--- config.mk ---
export PLATFORM = sky130hd
export DESIGN_NAME = sudoku_game_ctrl
export DESIGN_NICKNAME = d
export VERILOG_FILES = /design/src/rtl/sudoku_game_ctrl.sv
export SDC_FILE = /design/constraint.sdc
export NUM_CORES = 1
export LEC_CHECK = 0
export ABC_AREA = 1
export CORE_MARGIN = 2
export CORE_UTILIZATION = 52
export CTS_CLUSTER_SIZE = 30
export DETAILED_ROUTE_END_ITERATION = 7
export PLACE_DENSITY = 0.77
export SETUP_SLACK_MARGIN = 0.02
export SLEW_MARGIN = 20
export SYNTH_ARGS = -nofsm -noshare
export SYNTH_HDL_FRONTEND = slang
export SYNTH_SLANG_ARGS = --single-unit
--- constraint.sdc ---
create_clock -name clka -period 2.9 [get_ports clka]
set_input_delay 0.29 -clock clka [delete_from_list [all_inputs] [get_ports clka]]
set_output_delay 0.29 -clock clka [all_outputs]
set_load 0.1 [all_outputs]
--- src/rtl/sudoku_game_ctrl.sv ---
// Sudoku game controller: difficulty select, hint preload, guess entry and
// check handshake with the datapath. It also tracks a lives budget, a check
// timeout, and the WIN (FIN) and LOSE (LOST) terminal states.
module sudoku_game_ctrl #(
  parameter  int CELLS      = 16,
  parameter  int EASY_HINTS = 4,
  parameter  int MED_HINTS  = 3,
  parameter  int HARD_HINTS = 2,
  parameter  int MAX_WRONG  = 3,
  parameter  int CHECK_TMO  = 64,
  localparam int IDX_W      = $clog2(CELLS),
  localparam int LIFE_W     = $clog2(MAX_WRONG + 1)
) (
  input  logic              clka,
  input  logic              restart_n,
  input  logic              enter,
  input  logic [1:0]        difficulty,
  input  logic              check_done,
  input  logic              solved,
  output logic [3:0]        state,
  output logic              dp_check,
  output logic              hint_we,
  output logic [IDX_W-1:0]  hint_idx,
  output logic [CELLS-1:0]  fill_flag,
  output logic [LIFE_W-1:0] lives,
  output logic              won,
  output logic              lost,
  output logic              busy
);

  // Hint counter is one bit wider than the index so it can hold CELLS itself.
  localparam int CNT_W     = IDX_W + 1;
  localparam int TMO_W     = (CHECK_TMO > 1) ? $clog2(CHECK_TMO) : 1;
  localparam int EASY_N_I  = (EASY_HINTS < CELLS) ? EASY_HINTS : CELLS;
  localparam int MED_N_I   = (MED_HINTS  < CELLS) ? MED_HINTS  : CELLS;
  localparam int HARD_N_I  = (HARD_HINTS < CELLS) ? HARD_HINTS : CELLS;

  localparam logic [CNT_W-1:0]  EASY_N     = CNT_W'(EASY_N_I);
  localparam logic [CNT_W-1:0]  MED_N      = CNT_W'(MED_N_I);
  localparam logic [CNT_W-1:0]  HARD_N     = CNT_W'(HARD_N_I);
  localparam logic [TMO_W-1:0]  TMO_LAST   = TMO_W'(CHECK_TMO - 1);
  localparam logic [LIFE_W-1:0] LIVES_INIT = LIFE_W'(MAX_WRONG);

  typedef enum logic [3:0] {
    IDLE       = 4'd0,
    SET_DIFF   = 4'd1,
    LOAD_HINTS = 4'd2,
    REG_INP    = 4'd3,
    GUESS      = 4'd4,
    CHECK      = 4'd5,
    WRONG      = 4'd6,
    FIN        = 4'd7,
    LOST       = 4'd8
  } state_e;

  state_e              state_q, state_d;
  logic                enter_q;
  logic                enter_rise;
  logic                dp_check_q, dp_check_d;
  logic                hint_we_q, hint_we_d;
  logic [IDX_W-1:0]    hint_idx_q, hint_idx_d;
  logic [CELLS-1:0]    fill_flag_q, fill_flag_d;
  logic [LIFE_W-1:0]   lives_q, lives_d;
  logic                won_q, won_d;
  logic                lost_q, lost_d;
  logic                busy_q, busy_d;
  logic [CNT_W-1:0]    hint_cnt_q, hint_cnt_d;
  logic [TMO_W-1:0]    tmo_q, tmo_d;
  logic [CNT_W-1:0]    hint_sel;
  logic [IDX_W-1:0]    next_idx;
  logic                more_hints;
  logic [LIFE_W-1:0]   lives_dec;

  assign enter_rise = enter & ~enter_q;
  assign next_idx   = hint_idx_q + IDX_W'(1);
  assign more_hints = ({1'b0, hint_idx_q} + CNT_W'(1)) < hint_cnt_q;
  assign lives_dec  = (lives_q == '0) ? '0 : lives_q - LIFE_W'(1);

  // Map the selected difficulty to its (clamped) hint count.
  always_comb begin
    hint_sel = '0;
    case (difficulty)
      2'b01:   hint_sel = EASY_N;
      2'b10:   hint_sel = MED_N;
      2'b11:   hint_sel = HARD_N;
      default: hint_sel = '0;
    endcase
  end

  // Next-state logic plus the next value of every registered output.
  always_comb begin
    state_d     = state_q;
    dp_check_d  = 1'b0;
    hint_we_d   = 1'b0;
    hint_idx_d  = hint_idx_q;
    fill_flag_d = fill_flag_q;
    lives_d     = lives_q;
    hint_cnt_d  = hint_cnt_q;
    tmo_d       = tmo_q;
    case (state_q)
      IDLE: begin
        fill_flag_d = '0;
        hint_idx_d  = '0;
        state_d     = SET_DIFF;
      end
      SET_DIFF: begin
        if (enter_rise && (difficulty != 2'b00)) begin
          hint_cnt_d = hint_sel;
          lives_d    = LIVES_INIT;
          hint_idx_d = '0;
          state_d    = LOAD_HINTS;
          if (hint_sel != '0) begin
            hint_we_d      = 1'b1;
            fill_flag_d[0] = 1'b1;
          end
        end
      end
      LOAD_HINTS: begin
        if (more_hints) begin
          hint_we_d             = 1'b1;
          hint_idx_d            = next_idx;
          fill_flag_d[next_idx] = 1'b1;
        end else begin
          state_d = REG_INP;
        end
      end
      REG_INP: begin
        if (enter_rise) state_d = GUESS;
      end
      GUESS: begin
        if (enter_rise) begin
          state_d    = CHECK;
          dp_check_d = 1'b1;
          tmo_d      = '0;
        end
      end
      CHECK: begin
        if (check_done) begin
          if (solved) begin
            state_d = FIN;
          end else begin
            state_d = WRONG;
            lives_d = lives_dec;
          end
        end else if (tmo_q == TMO_LAST) begin
          state_d = WRONG;
          lives_d = lives_dec;
        end else begin
          tmo_d = tmo_q + TMO_W'(1);
        end
      end
      WRONG: begin
        if (lives_q == '0)   state_d = LOST;
        else if (enter_rise) state_d = REG_INP;
      end
      FIN, LOST: begin
        if (enter_rise) state_d = IDLE;
      end
      default: state_d = IDLE;
    endcase
    if (state_d == IDLE) fill_flag_d = '0;
    won_d  = (state_d == FIN);
    lost_d = (state_d == LOST);
    busy_d = (state_d == LOAD_HINTS) || (state_d == CHECK);
  end

  // State and output registers with synchronous active-low restart.
  always_ff @(posedge clka) begin
    if (!restart_n) begin
      state_q     <= IDLE;
      enter_q     <= 1'b0;
      dp_check_q  <= 1'b0;
      hint_we_q   <= 1'b0;
      hint_idx_q  <= '0;
      fill_flag_q <= '0;
      lives_q     <= LIVES_INIT;
      won_q       <= 1'b0;
      lost_q      <= 1'b0;
      busy_q      <= 1'b0;
      hint_cnt_q  <= '0;
      tmo_q       <= '0;
    end else begin
      state_q     <= state_d;
      enter_q     <= enter;
      dp_check_q  <= dp_check_d;
      hint_we_q   <= hint_we_d;
      hint_idx_q  <= hint_idx_d;
      fill_flag_q <= fill_flag_d;
      lives_q     <= lives_d;
      won_q       <= won_d;
      lost_q      <= lost_d;
      busy_q      <= busy_d;
      hint_cnt_q  <= hint_cnt_d;
      tmo_q       <= tmo_d;
    end
  end

  assign state     = state_q;
  assign dp_check  = dp_check_q;
  assign hint_we   = hint_we_q;
  assign hint_idx  = hint_idx_q;
  assign fill_flag = fill_flag_q;
  assign lives     = lives_q;
  assign won       = won_q;
  assign lost      = lost_q;
  assign busy      = busy_q;

endmodule

After elaboration in Yosys (flattened, before gate mapping)
Cells that the tools add are included.
{"block": "op_classes", "add_sub_neg": 4, "n_lt_le_gt_ge": 3, "eq_ne": 24, "mux": 37, "bitwise_logic": 4, "reduce_logical": 21}
{"operator": "$mux 4", "count": 11}
{"operator": "$pmux 4 s8", "count": 1}
{"operator": "$pmux 15 s2", "count": 1}
{"operator": "$eq 4x3->1 const B", "count": 6}
{"operator": "$mux 6", "count": 3}
{"operator": "$mux 16", "count": 1}
{"operator": "$or 16x16->16", "count": 1}
{"operator": "$eq 4x2->1 const B", "count": 3}
{"operator": "$ne 2x2->1 const B", "count": 6}
{"operator": "$pmux 4 s3", "count": 1}
{"operator": "$pmux 6 s2", "count": 1}
{"operator": "$reduce_and 4->1", "count": 3}
{"operator": "$mux 2", "count": 5}
{"operator": "$pmux 3 s3", "count": 1}
{"operator": "$eq 4x4->1 const B", "count": 2}
{"operator": "$logic_not 4->1", "count": 2}
{"operator": "$mux 1", "count": 8}
{"operator": "$reduce_bool 2->1", "count": 4}
{"operator": "$add 6x1->6 const B", "count": 1}
{"operator": "$eq 6x6->1 const B", "count": 1}
{"operator": "$ne 3x3->1 const B", "count": 2}
{"operator": "$reduce_and 2->1", "count": 3}
{"operator": "$add 4x1->5 const B", "count": 1}
{"operator": "$lt 4x5->1 const B", "count": 1}
{"operator": "20 further kinds", "count": 24}
{"block": "totals", "register_bits": 43, "wordCells": 106}

Depth between registers and ports, before layout
Gate-level depths: netlist of run 1.
{"block": "logic_depth", "depth_word": 8, "depth_mapped": 16}

Least setup slack after synthesis of run 1
Ideal clock, no wire load.
{"block": "synth_path", "path_kind": "register -> register", "startpoint": "register hint_idx_q[0] (netlist: hint_idx[0])", "endpoint": "register fill_flag_q[10] (netlist: fill_flag[10])", "arrival_ns": 2.779, "t_required_ns": 2.781, "setup_slack_ns": 0.002, "path_stages_with_launch": 14, "period_less_slack_ns": 2.898, "path_cell_list": "dfxtp_1 ha_1 nor2_1 nor2_1 ha_1 nand2_1 nand3_1 nand2_1 nand2_1 nor2_1 nand3_2 nand2_4 buf_6 nor2_1"}
{"block": "synth_between", "elab_chain_cells": 8, "word_cells_on_any_way": 17, "cone_classes": "add/sub: 2; order compare: 3; eq/ne: 1; mux: 6; bitwise: 1; reduce/logical: 4"}
{"item": "from (decl)", "line": "61", "source": "logic [IDX_W-1:0] hint_idx_q, hint_idx_d;"}
{"item": "from (signal assigned)", "line": "187", "source": "hint_idx_q <= hint_idx_d;"}
{"item": "$add 4x1->4", "line": "75", "source": "assign next_idx = hint_idx_q + IDX_W'(1);"}
{"item": "$lt 4x5->1 (implied by the code) / $ge 4x1->1 (equally long branches)", "line": "122", "source": "fill_flag_d[next_idx] = 1'b1;"}
{"item": "$logic_and 1x1->1 (implied by the code)", "line": "122"}
{"item": "$mux 1 (implied by the code)", "line": "122"}
{"item": "$demux 1 s4", "line": "122"}
{"item": "$or 16x16->16 (no source line)"}
{"item": "$mux 16", "line": "119", "source": "if (more_hints) begin"}
{"item": "$pmux 15 s2", "line": "100", "source": "case (state_q)"}
{"item": "to (signal assigned)", "line": "188", "source": "fill_flag_q <= fill_flag_d;"}
{"item": "to (decl)", "line": "62", "source": "logic [CELLS-1:0] fill_flag_q, fill_flag_d;"}
Several ways; a longest one is shown, not always the timed one. The select of a mux whose other input is x is not followed.
A chain may end at the register's enable or synchronous reset.

Final worst setup path of run 1
{"block": "layout_path", "startpoint": "register hint_idx_q[0] (netlist: hint_idx[0])", "endpoint": "register fill_flag_q[6] (netlist: fill_flag[6])"}
Same word-level chain as after synthesis.

==> flow_summary.ini, run 1 <==
[outcome]
status = finished clean

[cells_and_area]
multi_input_area_um2 = 1039
fillers = 344
area.sequential_um2 = 823.3
diodes = 0
drive_gt1_share_pct = 16.10
nets = 367
area_delta_synth_final_pct = 21.89

[cts]
cts_resized = 0
clk_pin_slew_ps = 80
ctsHoldBuffers = 0
post-cts-setup-buffers = 0
insertion_delay_ps = 290
cts_tree = yes
clock_path_buffers = 2
clock-sinks = 41
htreeDepth = 2
cts-root-buf = clkbuf_8
cts_buffers = 5

[pwr]
power_switching_share_pct = 35.10
power_density_nw_per_um2 = 584.9
total_power_uw = 1475
power_frac_clock_pct = 32.8
power_switching_uw = 517.9
p_comb_share_pct = 26.0
pwr-share-seq_pct = 41.2
vdd_drop_max_mv = 0.3080
p_int_uw = 957.4
p_leak_uw = 0.001212

[route]
drc = 0
wl_met2_um = 2108
met1Wirelength_um = 2299
via_per_inst = 5.057
drtPass1Iterations = 5
num_vias = 2033
wirelength_um = 4728
wl_per_cell_um = 11.76
wl_met3_um = 244
drtIter0Drc = 141
top_layer_used = met4
postRouteAntennaNets = 0

[critical_path]
critPathRequiredTime_ps = 3080
max_stage_delay_ps = 370
crit_fanout = 16
crit_path_start_kind = flip-flop
r2r_slack_ps = 550
reg2reg_depth = 13
worstSetupEndpointType = flip-flop
r2r_start = hint_idx[0]$_SDFFE_PN0P_
cp.arrival_ps = 2530
crit_buf_inv = 1
path_cells = ha_1, nand2_1, inv_1, nor2_1, ha_1, nand2_1, nand3_1, nand2_1, nand2_1, nor2_1, nand3_2, nand2_4, nor2_1
crit_top_cell = nand2_1
cpMaxStageDelayCell = dfxtp_2
crit_type = reg -> reg
crit_family = simple AND/OR/NAND/NOR gates
reg2reg_to = fill_flag[6]$_SDFFE_PP0P_

[global_routing]
grt_usage_pct = 23.02
grt_pass1_vias = 1764
antenna_found_initial = 0
grt_max_degree = 17
grt_pass1_wl_um = 7762
grt-ovfl-total = 0

[floorplanning]
floorplan.rows = 22
die_w_um = 67.09
fp.dieH_um = 67.09
initial_core_util_pct = 55.28
ioPinCount = 38
coreArea_um2 = 3744
dieArea_um2 = 4500

[timing]
rsz0062_at_grt = false
fmax_mhz = 425.9
fin_tns_setup_ps = 0
finalCritPeriodShare_pct = 80.97
layout_min_cycle_time_ps = 2348
tightest_slew_ps = 366.4
fin_skew_ps = 3.771
setup_viol = 0
slew_violations = 0
hold_viol_final = 0
slew_headroom_pct = 75.55

[placement]
gp_congestion = 0.8962
dp_hpwl_um = 3486
io_buffers = 37

[worst_hold_path]
hp-class = reg -> reg
hold_depth = 2
min_from = tmo_q[4]$_SDFFE_PN0P_
min_to = tmo_q[4]$_SDFFE_PN0P_

[synthesis]
synth_top_area_cell = dfxtp_1
syn_area_um2 = 2069
ys_top_cells_by_count = nand2_1 (71), nor2_1 (58), inv_1 (44), dfxtp_1 (41), o21ai_0 (26)
synthArstFlopShare_pct = 0
synthDistinctLibCells = 25
avgSynthCellArea_um2 = 6.612
ys.flop_type = dfxtp_1
yosys.cell_count.top_type = nand2_1
synth-seq-cells = 41
synth.area.top_cells = dfxtp_1 (40%), nand2_1 (13%), nor2_1 (11%), inv_1 (8.0%), o21ai_0 (6.3%)
synth_nets = 327
synth_edf_count = 0
seq_area_frac_synth_pct = 39.66
synth_top_area_share_pct = 39.66
syn_inst = 313
synth_warnings = 0

[run]
maxCapViolations = 0
sequential cells by signal, indices dropped and copies added (netlist names):
name        cells
lives           2
won             1
state           4
hint_idx        4
lost            1
dp_check        1
hint_we         1
fill_flag      16
enter_q         1
busy            1
tmo_q           6
hint_cnt_q      3
cell type report:
type                            instances  area share, %
Timing Repair Buffer                   38          11.90
Tap cell                               48          2.381
Inverter                               48          7.143
Sequential cell                        41          32.64
Clock inverter                          2          1.488
Multi-Input combinational cell        219          41.17
Clock buffer                            6          3.274
tightest hold or removal path: stages (launching register included):
cell and delay [ps]:
dfxtp_1 320, inv_1 50, a21oi_1 50
metal layers:
| metal | global-route usage [%] | up-vias |
|---|---|---|
| met5 | 0 | - |
| met4 | 7.653 | 0 |
| met3 | 5.743 | 7 |
| met2 | 36.14 | 48 |
| met1 | 30.63 | 922 |
| li1 | - | 1056 |
power by group through the flow:
stage / combinational, uW / sequential (uW) / clock, uW
4_1_cts: 383 / 607 / 496
3_5_place_dp: 380 / 621 / 0
2_1_floorplan: 187 / 739 / 0
6_report: 383 / 608 / 484
3_3_place_gp: 380 / 620 / 0
5_1_grt: 419 / 611 / 518
kinds of logic (layout without fill, tap and decap cells):
group,Yosys count,in the layout,synth area share [%]
and+or+nand+nor,168,168,34.83
buffers and inverters,53,94,10.16
adders and majority gates,7,7,4.232
DFF,41,41,39.66
AOI/OAI and AO/OA,44,44,11.12
placed cells by master, fill, tap and decap left out:
master           netlist  routed
a211oi_1               1       1
a21oi_1               13      13
buf_4                  1      32
bufinv_16              0       1
clkbuf_8               0       6
clkdlybuf4s50_1        0       6
clkinvlp_4             0       1
dfxtp_1               41      39
dfxtp_2                0       2
ha_1                   7       7
inv_1                 44      44
inv_2                  4       4
nand2_1               71      71
nand2_2                2       2
nand2_4                1       1
nand3_1               19      19
nand3_2                1       1
nand4_1                6       6
nor2_1                58      58
nor2_2                 4       4
nor2_4                 2       2
nor3_1                 2       2
o211a_1                1       1
o211ai_1               1       1
o21ai_0               26      26
o21ai_1                2       2
or2_0                  1       1
or2_2                  1       1
how the worst max path moves through the flow:
stage,startpoint,endpoint,slack [ps],depth (start not counted)
after floorplan,hint_idx[2]$_SDFFE_PN0P_,fill_flag[10]$_SDFFE_PP0P_,330,12
after global placement,hint_idx[0]$_SDFFE_PN0P_,fill_flag[4]$_SDFFE_PP0P_,720,13
after detailed placement,hint_idx[0]$_SDFFE_PN0P_,fill_flag[6]$_SDFFE_PP0P_,580,13
after CTS,hint_idx[0]$_SDFFE_PN0P_,fill_flag[6]$_SDFFE_PP0P_,560,13
after global routing,hint_idx[0]$_SDFFE_PN0P_,fill_flag[6]$_SDFFE_PP0P_,290,13
final,hint_idx[0]$_SDFFE_PN0P_,fill_flag[6]$_SDFFE_PP0P_,550,13
metrics by stage:
stage	setup WS (ps)	cell area (um^2)	utilization [%]	instances	hold WS (ps)
global placement	715.5	2402	64.17	394	435.9
finish	551.9	2522	67.38	402	449.5
floorplan	330.2	2072	-	313	383.5
detailed placement	579.8	2402	64.17	394	442.4
CTS	564.5	2522	67.38	402	454.9
global route	293.0	2522	67.38	402	477.2
Power figures use the tool's default switching activity.
==> run 2, diff against run 1 <==
Settings changed: CORE_UTILIZATION 52 to 47, PLACE_DENSITY 0.77 to 0.74.
Clock period 2.9 ns to 2 ns, I/O delays scaled along.
==> run 2 against run 1 <==
Cell count up 4.7%. Largest power group unchanged. Global-route usage fell by 2.2 points. Routed wire length increased by 3.6%. Maximum frequency rose by 20%. Clock skew is 2.6 ps higher.
==> flow_summary.ini, run 2 (synthesis results as in run 1) <==
[outcome]
status = finished clean

[timing]
layout_min_cycle_time_ps = 1954
fmax_mhz = 511.7
setup_viol = 0
fin_tns_setup_ps = 0
finalCritPeriodShare_pct = 97.71
fin_skew_ps = 6.404
tightest_slew_ps = 383.0
timing.hold.ws_ps = 448.4
slew_headroom_pct = 74.44
fin_ws_ps = 45.71
slew_violations = 0
hold_viol_final = 0
rsz0062_at_grt = true

[critical_path]
cp.arrival_ps = 2180
cpMaxStageDelayCell = dfxtp_4
r2r_slack_ps = 50
crit_buf_inv = 3
crit_fanout = 16
path_cells = inv_4, ha_4, ha_4, nand2_2, nand2_1, nand2_1, nand3_2, nand2_2, buf_4, nand2_8, o21ai_0, inv_1, nor2_2
critPathRequiredTime_ps = 2230
crit_path_start_kind = flip-flop
reg2reg_to = fill_flag[8]$_SDFFE_PP0P_
max_stage_delay_ps = 400
r2r_start = hint_idx[0]$_SDFFE_PN0P_
reg2reg_depth = 13
worstSetupEndpointType = flip-flop
crit_type = reg -> reg
crit_family = simple AND/OR/NAND/NOR gates

[cells_and_area]
drive_gt1_share_pct = 26.29
multi_input_area_um2 = 1191
fillers = 368
diodes = 0
layout_common_cells = nand2_1 (67), nor2_1 (49), buf_4 (46)
nets = 382
area.sequential_um2 = 835.8
finish.instance_area_um2 = 2791
final_core_util_pct = 65.01
largest_reg_flops = 16
area_delta_synth_final_pct = 34.89
final_common_cell = nand2_1

[cts]
insertion_delay_ps = 290
cts_buffers = 5
cts-root-buf = clkbuf_8
clock_path_buffers = 2
clk_pin_slew_ps = 80
clock-sinks = 41
cts_tree = yes
ctsHoldBuffers = 0
htreeDepth = 2

[route]
drc = 0
drtPass1Iterations = 5
wirelength_um = 4900
postRouteAntennaNets = 0
via_per_inst = 4.998
wl_per_cell_um = 11.64
drtIter0Drc = 113
num_vias = 2104

[floorplanning]
floorplan.rows = 24
dieArea_um2 = 4950
ioPinCount = 38
fp.dieH_um = 70.36
initial_core_util_pct = 48.19
die_w_um = 70.36
coreArea_um2 = 4294

[global_routing]
grt_usage_pct = 20.82
grt_pass1_vias = 1877
antenna_found_initial = 0
grt-ovfl-total = 0
grt_max_degree = 17
grt_pass1_wl_um = 8383

[placement]
dp_hpwl_um = 3588
placed_cell_area_um2 = 2510
gp_congestion = 0.8993
io_buffers = 37
dp_slack_ps = 24.52

[worst_hold_path]
min_to = tmo_q[4]$_SDFFE_PN0P_
hold_depth = 2
hp-class = reg -> reg
min_from = tmo_q[4]$_SDFFE_PN0P_

[pwr]
p_leak_uw = 0.001306
vdd_drop_max_mv = 0.4402
power_density_nw_per_um2 = 806.5

[run]
maxCapViolations = 0
run 2: worst max-delay path by stage:
stage | from | to | depth (start not counted)
6_report | hint_idx[0]$_SDFFE_PN0P_ | fill_flag[8]$_SDFFE_PP0P_ | 13
4_1_cts | hint_idx[1]$_SDFFE_PN0P_ | fill_flag[9]$_SDFFE_PP0P_ | 13
2_1_floorplan | hint_idx[0]$_SDFFE_PN0P_ | fill_flag[10]$_SDFFE_PP0P_ | 14
3_5_place_dp | hint_idx[1]$_SDFFE_PN0P_ | fill_flag[13]$_SDFFE_PP0P_ | 13
3_3_place_gp | enter | fill_flag[0]$_SDFFE_PP0P_ | 10
5_1_grt | hint_idx[0]$_SDFFE_PN0P_ | fill_flag[8]$_SDFFE_PP0P_ | 13
run 2: layout make-up:
| type | instances | area share [%] |
|---|---|---|
| timing repair buffer | 52 | 14.52 |
| inverter | 48 | 6.723 |
| sequential | 41 | 29.94 |
| tap | 52 | 2.331 |
| clock buffer | 6 | 2.600 |
| clock inverter | 2 | 1.210 |
| multi-input combinational | 220 | 42.67 |
run 2: worst reg2reg max path, cell delays in order, from the launching register on:
cell and delay (ps):
dfxtp_4 400, inv_4 50, ha_4 270, ha_4 190, nand2_2 50, nand2_1 50
nand2_1 70, nand3_2 90, nand2_2 110, buf_4 140, nand2_8 90, o21ai_0 200
inv_1 80, nor2_2 110
run 2: report_power, final:
group / internal, uW / switching (uW)
clock network: 369 / 278
logic: 235 / 486
registers: 849 / 35.9
total: 1450 / 799
run 2: metrics by stage:
stage               cells  power, uW
detailed placement    405       1505
global placement      405       1498
floorplan             313       1363
global route          421       2352
finish                421       2251
CTS                   414       2178
run 2: repair_timing:
action	CTS	global route
resized for setup	5	22
pin swaps	4	14
endpoints found under the setup margin	14	21
buffers inserted	0	7
gates cloned	1	0
run 2: per-layer routing:
metal	part of all wire, %	track usage (%)
met5	0	0
met4	0.39	7.051
met3	4.5	3.608
met2	49	34.49
met1	46	27.29
